`src/rtl/serial_add_arbiter.sv`:
```
// ---------------------------------------------------------------------------
// serial_add_arbiter
//
// Purpose:
//    Two requesters share one bit-serial adder. The winner of arbitration is
//    granted for a whole operation: its operands are captured, added one bit
//    per clock (LSB first), and the N-bit sum plus carry-out are presented
//    with a one-cycle done pulse.
//
//    Operation timeline for a request sampled in IDLE at cycle t:
//       t+1          LOAD  (grant visible, operands captured)
//       t+2..t+N+1   ADD   (one sum bit per cycle)
//       t+N+2        DONE  (done=1, done_id, sum/cout valid)
//    The FSM always passes through IDLE afterwards, so the period is N+3.
//
// Configuration:
//    SERIAL_ARB_RR_EN  defined   -> round-robin arbitration between requesters
//                      undefined -> fixed priority, requester 0 always wins
//
// Parameters:
//    N        operand / sum width in bits (N >= 2)
//
// Ports:
//    clk      single clock, all registers update on its rising edge
//    rst      synchronous, active-low reset
//    req0/1   addition requests from requester 0 / 1
//    a0,b0    operands of requester 0
//    a1,b1    operands of requester 1
//    gnt0/1   registered grants, one-hot or zero, high from LOAD to DONE
//    busy     high while an operation is in LOAD, ADD or DONE
//    done     one-cycle completion pulse (DONE state)
//    done_id  requester index of the completed operation, valid with done
//    sum      result of the last completed addition
//    cout     carry-out of the last completed addition
// ---------------------------------------------------------------------------
module serial_add_arbiter #(
   parameter int N = 4
) (
   input  logic         clk,
   input  logic         rst,
   input  logic         req0,
   input  logic         req1,
   input  logic [N-1:0] a0,
   input  logic [N-1:0] b0,
   input  logic [N-1:0] a1,
   input  logic [N-1:0] b1,
   output logic         gnt0,
   output logic         gnt1,
   output logic         busy,
   output logic         done,
   output logic         done_id,
   output logic [N-1:0] sum,
   output logic         cout
);

   // Bit counter must be able to hold N-1 (last ADD cycle) for any N >= 2.
   localparam int CW = $clog2(N) + 1;
   localparam logic [CW-1:0] LAST_BIT = CW'(N - 1);

   typedef enum logic [1:0] {
      IDLE = 2'd0,
      LOAD = 2'd1,
      ADD  = 2'd2,
      DONE = 2'd3
   } state_t;

   state_t          state_q,   state_d;
   logic            gnt0_q,    gnt0_d;
   logic            gnt1_q,    gnt1_d;
   logic [N-1:0]    a_sh_q,    a_sh_d;     // operand A shift register
   logic [N-1:0]    b_sh_q,    b_sh_d;     // operand B shift register
   logic [N-1:0]    acc_q,     acc_d;      // sum bits collected MSB-first
   logic            carry_q,   carry_d;
   logic [CW-1:0]   cnt_q,     cnt_d;
   logic [N-1:0]    sum_q,     sum_d;
   logic            cout_q,    cout_d;
   logic            done_id_q, done_id_d;

   // Arbitration result: 1 selects requester 1, 0 selects requester 0.
   // Only meaningful when at least one request is present.
   logic            pick1;

   // One full-adder slice of the serial datapath.
   logic            bit_s;
   logic            bit_c;

   // ------------------------------------------------------------------------
   // Arbitration
   // ------------------------------------------------------------------------
`ifdef SERIAL_ARB_RR_EN
   // Index of the requester served most recently. It starts at 1 so the very
   // first contested request goes to requester 0.
   logic            last_q, last_d;

   always_comb begin
      last_d = last_q;
      // The grant registers already hold the winner during LOAD.
      if (state_q == LOAD) begin
         last_d = gnt1_q;
      end
   end

   always_comb begin
      if (req0 && req1) begin
         pick1 = ~last_q;
      end else begin
         pick1 = req1 & ~req0;
      end
   end

   always_ff @(posedge clk) begin
      if (!rst) begin
         last_q <= 1'b1;
      end else begin
         last_q <= last_d;
      end
   end
`else
   // Fixed priority: requester 0 wins whenever it asks.
   assign pick1 = req1 & ~req0;
`endif

   // ------------------------------------------------------------------------
   // Serial full adder on the current LSBs
   // ------------------------------------------------------------------------
   assign bit_s = a_sh_q[0] ^ b_sh_q[0] ^ carry_q;
   assign bit_c = (a_sh_q[0] & b_sh_q[0]) |
                  (a_sh_q[0] & carry_q)   |
                  (b_sh_q[0] & carry_q);

   // ------------------------------------------------------------------------
   // Next-state and datapath logic
   // ------------------------------------------------------------------------
   always_comb begin
      state_d   = state_q;
      gnt0_d    = gnt0_q;
      gnt1_d    = gnt1_q;
      a_sh_d    = a_sh_q;
      b_sh_d    = b_sh_q;
      acc_d     = acc_q;
      carry_d   = carry_q;
      cnt_d     = cnt_q;
      sum_d     = sum_q;
      cout_d    = cout_q;
      done_id_d = done_id_q;

      case (state_q)
         IDLE: begin
            if (req0 || req1) begin
               state_d = LOAD;
               gnt0_d  = ~pick1;
               gnt1_d  = pick1;
            end
         end

         LOAD: begin
            // Operands are captured here; later changes on a*/b* are ignored.
            a_sh_d  = gnt1_q ? a1 : a0;
            b_sh_d  = gnt1_q ? b1 : b0;
            carry_d = 1'b0;
            cnt_d   = '0;
            acc_d   = '0;
            state_d = ADD;
         end

         ADD: begin
            acc_d   = {bit_s, acc_q[N-1:1]};
            a_sh_d  = a_sh_q >> 1;
            b_sh_d  = b_sh_q >> 1;
            carry_d = bit_c;
            cnt_d   = cnt_q + 1'b1;
            if (cnt_q == LAST_BIT) begin
               // The final bit lands directly in the visible result so that
               // sum/cout change exactly when DONE is entered.
               state_d   = DONE;
               sum_d     = {bit_s, acc_q[N-1:1]};
               cout_d    = bit_c;
               done_id_d = gnt1_q;
            end
         end

         DONE: begin
            state_d = IDLE;
            gnt0_d  = 1'b0;
            gnt1_d  = 1'b0;
         end

         default: begin
            state_d = IDLE;
            gnt0_d  = 1'b0;
            gnt1_d  = 1'b0;
         end
      endcase
   end

   // ------------------------------------------------------------------------
   // Registers
   // ------------------------------------------------------------------------
   always_ff @(posedge clk) begin
      if (!rst) begin
         state_q   <= IDLE;
         gnt0_q    <= 1'b0;
         gnt1_q    <= 1'b0;
         a_sh_q    <= '0;
         b_sh_q    <= '0;
         acc_q     <= '0;
         carry_q   <= 1'b0;
         cnt_q     <= '0;
         sum_q     <= '0;
         cout_q    <= 1'b0;
         done_id_q <= 1'b0;
      end else begin
         state_q   <= state_d;
         gnt0_q    <= gnt0_d;
         gnt1_q    <= gnt1_d;
         a_sh_q    <= a_sh_d;
         b_sh_q    <= b_sh_d;
         acc_q     <= acc_d;
         carry_q   <= carry_d;
         cnt_q     <= cnt_d;
         sum_q     <= sum_d;
         cout_q    <= cout_d;
         done_id_q <= done_id_d;
      end
   end

   // ------------------------------------------------------------------------
   // Outputs
   // ------------------------------------------------------------------------
   assign gnt0    = gnt0_q;
   assign gnt1    = gnt1_q;
   assign busy    = (state_q != IDLE);
   assign done    = (state_q == DONE);
   assign done_id = done_id_q;
   assign sum     = sum_q;
   assign cout    = cout_q;

endmodule
```
`config.mk`:
```
export PLATFORM = sky130hd
export DESIGN_NAME = serial_add_arbiter
export DESIGN_NICKNAME = d
export VERILOG_FILES = /design/src/rtl/serial_add_arbiter.sv
export SDC_FILE = /design/constraint.sdc
export NUM_CORES = 1
export LEC_CHECK = 0
export ABC_AREA = 0
export ABC_CLOCK_PERIOD_IN_PS = 4000
export BUFFER_PORTS_ARGS = -buffer_cell sky130_fd_sc_hd__buf_2
export CAP_MARGIN = 5
export CORE_ASPECT_RATIO = 0.9
export CORE_MARGIN = 8
export CORE_UTILIZATION = 50
export DETAILED_ROUTE_END_ITERATION = 7
export GPL_ROUTABILITY_DRIVEN = 0
export PLACE_DENSITY = 0.75
export SYNTH_ARGS = -nofsm -noshare
export SYNTH_HDL_FRONTEND = slang
export SYNTH_SLANG_ARGS = --single-unit
export TNS_END_PERCENT = 5
```
`constraint.sdc`:
```
create_clock -name clk -period 4 [get_ports clk]
set_input_delay 0.6 -clock clk [delete_from_list [all_inputs] [get_ports clk]]
set_output_delay 0.6 -clock clk [all_outputs]
set_load 0.02 [all_outputs]
```
# Word level (Yosys, flattened, before mapping)
# Cells that the tools add are included.
# Widths: inputs -> output; s select.
[word_totals]
memories = 0
word_cells = 50
out_inout_bits = 10
rom_bits = 0
ramBits = 0
ff_bits = 26
latchBits = 0
[op_classes]
n_shift = 0
mul = 0
eq_ne = 6
div = 0
n_reduce_logical = 8
muxes = 14
order_cmp = 0
n_bitwise = 10
add_sub_neg = 1
[op_table]
columns = ["operator", "count"]
rows = [
  ["$pmux 4 s2", 3],
  ["$mux 4", 2],
  ["$pmux 2 s4", 1],
  ["$pmux 1 s2", 3],
  ["$pmux 3 s2", 1],
  ["$reduce_and 2->1", 3],
  ["$reduce_bool 2->1", 3],
  ["$and 1x1->1", 4],
  ["$eq 2x2->1 const B", 2],
  ["$mux 2", 2],
  ["$ne 2x2->1 const B", 2],
  ["$add 3x1->3 const B", 1],
  ["$eq 3x2->1 const B", 1],
  ["$eq 2x1->1 const B", 1],
  ["$logic_not 2->1", 1],
  ["$mux 1", 2],
  ["$not 1->1", 2],
  ["$or 1x1->1", 2],
  ["$xor 1x1->1", 2],
  ["$logic_or 1x1->1", 1],
]

# Longest topological paths before layout
[logic_depth]
ltp_word = 5
depth_mapped = 6
ltp_nobuf = 5

# Worst setup path after synthesis
# OpenSTA, ideal clock, no wires.
[synth_timing]
path_kind = "flip-flop to output port"
start = "register state_q[0]"
end = "output busy"
n_path_buf = 0
t_required_ns = 3.400
setup_slack_ns = 2.640
stages_incl_launch_ff = 4
t_arrival_ns = 0.760
path_cell_list = "dfxtp_1 inv_1 ha_1 inv_1"
[synth_via]
elab_chain_cells = 1
[synth_rtl]
columns = ["element", "line_no", "text"]
rows = [
  ["from (decl)", "67", "state_t state_q, state_d;"],
  ["from (signal assigned)", "213", "state_q <= state_d;"],
  ["$reduce_bool 2->1", "232", "assign busy = (state_q != IDLE);"],
  ["to (decl)", "49", "output logic busy,"],
]
# Every way passes these cells.

# Worst setup path after layout
[layout_timing]
start = "register state_q[0]"
end = "register b_sh_q[2]"
[layout_via]
elab_chain_cells = 2
word_cells_on_any_way = 4
cone_classes = "2 x eq/ne; 1 x mux; 1 x reduce/logical"
[layout_rtl]
columns = ["element", "line_no", "text"]
rows = [
  ["$eq 2x2->1 or $eq 2x1->1 (tied branches)", "147", "case (state_q)"],
  ["$pmux 4 s2 or $reduce_bool 2->1 (tied branches)", "--", ""],
  ["to (signal assigned)", "217", "b_sh_q <= b_sh_d;"],
  ["to (decl)", "71", "logic [N-1:0] b_sh_q, b_sh_d;"],
]
# Several ways; a longest one is shown, not always the timed one.
# A chain may end at the register's enable or synchronous reset.

==> flow_summary.yaml <==
routing:
  dr.pass1.iters: 4
  drc: 0
  first_iter_violations: 79
  totalWireLength_um: 2663
  viasPerCell: 5.371
  routed-via-count: 1042
  ant_nets: 0
  routedWlPerCell_um: 13.73
clock_network:
  cts_tree: "built"
  clkSinkCount: 25
  path_clk_slew_ps: 130
  ctsHoldBuffers: 0
  cts_setup_buffers: 0
  clockBufferDepth: 2
  ctsResizeCount: 0
  cts_root_buf: "clkbuf_4"
  htree_levels: 1
  clkLatencyLatePin_ps: 320
  cts_buffers: 3
layout:
  areaGrowthSynthToFinish_pct: 12.26
  nNetsFinal: 194
  final_common_cell: "buf_2"
  drive_above_1_share_pct: 22.89
  diodes: 0
  final_cell_mix: "buf_2 (29), dfxtp_1 (25), nand3_1 (12), nand2_1 (11), a21boi_0 (10)"
critical_path:
  critPathLaunchType: "register"
  r2r-start: "state_q[0]$_SDFFE_PN0P_"
  arrival_ps: 2130
  crit_fanout: 24
  worst-endpoint-required_ps: 4210
  r2r_cells: 5
  rrSetupSlack_ps: 2080
  crit_type: "reg -> reg"
  cp-end-kind: "register"
  reg2reg_to: "b_sh_q[2]$_SDFFE_PN0P_"
synth:
  yosysUniqueCellTypes: 28
  ys.flop_type: "dfxtp_1"
  syn_nets: 169
  ys_seq_elements: 25
  synthCells: 142
  ys_warn_count: 0
  avgSynthCellArea_sq_um: 8.908
  synth_enable_flop_cells: 0
  synth_area_sq_um: 1265
  async_flop_share_pct: 0
  yosysSeqAreaShare_pct: 39.56
power_and_ir_drop:
  intPower_mw: 0.4689
  ir_drop_mv: 0.4350
  power_mw: 0.7578
  switching_power_mw: 0.2889
  p_sw_share_pct: 38.12
  combPwrFrac_pct: 42.0
  clkPwrFrac_pct: 14.9
  seqPwrFrac_pct: 43.2
  p_per_area_nw_per_um2: 533.6
  p_leak_nw: 0.5672
floorplanning:
  row_count: 17
  start_util_pct: 52.17
  coreArea_sq_um: 2425
  die_w_um: 69.02
  die_area_sq_um: 4398
  ios: 30
  die_h_um: 63.72
global_routing:
  grt_pass1_vias: 1150
  grt_max_degree: 29
  grt_use_total_pct: 12.08
  overflow: 0
  antenna_found_initial: 0
  grt_pass1_wl_um: 4629
placed_design:
  hpwl_um: 1970
  io_buffer_count: 29
hold_path:
  min_to: "sum[2]$_SDFFE_PN0P_"
  hp-class: "reg -> reg"
  hold_depth: 2
  hp-start: "sum[2]$_SDFFE_PN0P_"
timing:
  slew_violations: 0
  fmax_mhz: 519.6
  tns_ps: 0
  hold_viol_final: 0
  rsz0062_at_grt: "false"
  whs_ps: 470.2
  maxSlewHeadroom_pct: 45.74
  timing.final.crit_share_pct: 48.11
  worst_slew_pin_slew_ps: 814.0
  setup_violations: 0
  fin_skew_ps: 3.457
  fin_crit_ps: 1924
run:
  maxCapViolations: 0
outcome:
  outcome: "finished clean"
final cells by class:
class / count / area [sq um]
Clock buffer: 4 / 26.28
Timing Repair Buffer: 29 / 145.1
Multi-Input combinational cell: 100 / 683.2
Tap cell: 28 / 35.03
Fill cell: 233 / 1005
Sequential cell: 25 / 500.5
Inverter: 8 / 30.03
routing by layer:
| metal | wire [um] | vias to the layer above | GRT usage, % |
|---|---|---|---|
| met4 | 31 | 0 | 3.069 |
| met5 | 0 | - | 0 |
| met2 | 1391 | 22 | 23.59 |
| met3 | 106 | 4 | 3.912 |
| met1 | 1134 | 481 | 11.92 |
| li1 | - | 535 | - |
stage by stage:
step	setup WS, ps	utilization, %	cell area [sq um]	instances
3_5_place_dp	2150	57.48	1394	190
2_1_floorplan	2640	-	1265	142
6_report	2076	58.57	1420	194
5_1_grt	1943	58.57	1420	194
4_1_cts	2131	58.57	1420	194
3_3_place_gp	2274	57.48	1394	190
registers in the layout, summed over array words and instances (netlist names):
name     count
gnt1         1
gnt0         1
acc_q        3
done_id      1
a_sh_q       4
cout         1
sum          4
state_q      2
carry_q      1
b_sh_q       4
cnt_q        3
kinds of logic after synthesis:
| logic type | count (synthesis) | share of synthesized area [%] |
|---|---|---|
| buffers and inverters | 17 | 6.429 |
| multiplexers | 3 | 2.374 |
| flip-flops | 25 | 39.56 |
| adder cells (fa/ha/maj) | 7 | 7.517 |
| AND/OR/NAND/NOR | 51 | 23.94 |
| AO/OA/AOI/OAI | 39 | 20.18 |
power by group through the flow:
stage | Clock (mW) | Combinational (mW) | Sequential (mW)
floorplan | 0 | 0.254 | 0.328
global placement | 0 | 0.303 | 0.330
detailed placement | 0 | 0.317 | 0.333
CTS | 0.117 | 0.318 | 0.327
global route | 0.127 | 0.351 | 0.334
finish | 0.113 | 0.318 | 0.327
critical path, stage by stage (launching register included):
cell     delay (ps)
dfxtp_1         360
inv_1           120
ha_1            710
inv_1           240
o21ai_0         280
o21ai_0         110
worst max-delay path by stage:
| stage | from | end |
|---|---|---|
| 3_3_place_gp | state_q[1]$_SDFFE_PN0P_ | b_sh_q[0]$_SDFFE_PN0P_ |
| 6_report | state_q[0]$_SDFFE_PN0P_ | b_sh_q[2]$_SDFFE_PN0P_ |
| 2_1_floorplan | state_q[0]$_SDFFE_PN0P_ | busy |
| 4_1_cts | gnt1$_SDFFE_PN0P_ | gnt1 |
| 5_1_grt | state_q[0]$_SDFFE_PN0P_ | b_sh_q[2]$_SDFFE_PN0P_ |
| 3_5_place_dp | state_q[0]$_SDFFE_PN0P_ | b_sh_q[2]$_SDFFE_PN0P_ |
synth_stat cells (all sizes together) (2+ instances only):
cell type | count | share of area, %
a211oi | 6 | 3.6
a21boi | 13 | 7.7
and2 | 4 | 2.0
and2b | 5 | 3.5
buf | 7 | 3.5
clkbuf | 2 | 0.59
dfxtp | 25 | 40
ha | 6 | 5.9
inv | 8 | 2.4
mux2i | 3 | 2.4
nand2 | 11 | 3.3
nand2b | 7 | 3.5
nand3 | 12 | 4.7
nand3b | 8 | 4.7
nor2b | 2 | 0.99
o21ai | 13 | 5.1
o22ai | 3 | 1.5
Note: power is estimated with default switching activity, not from simulation.
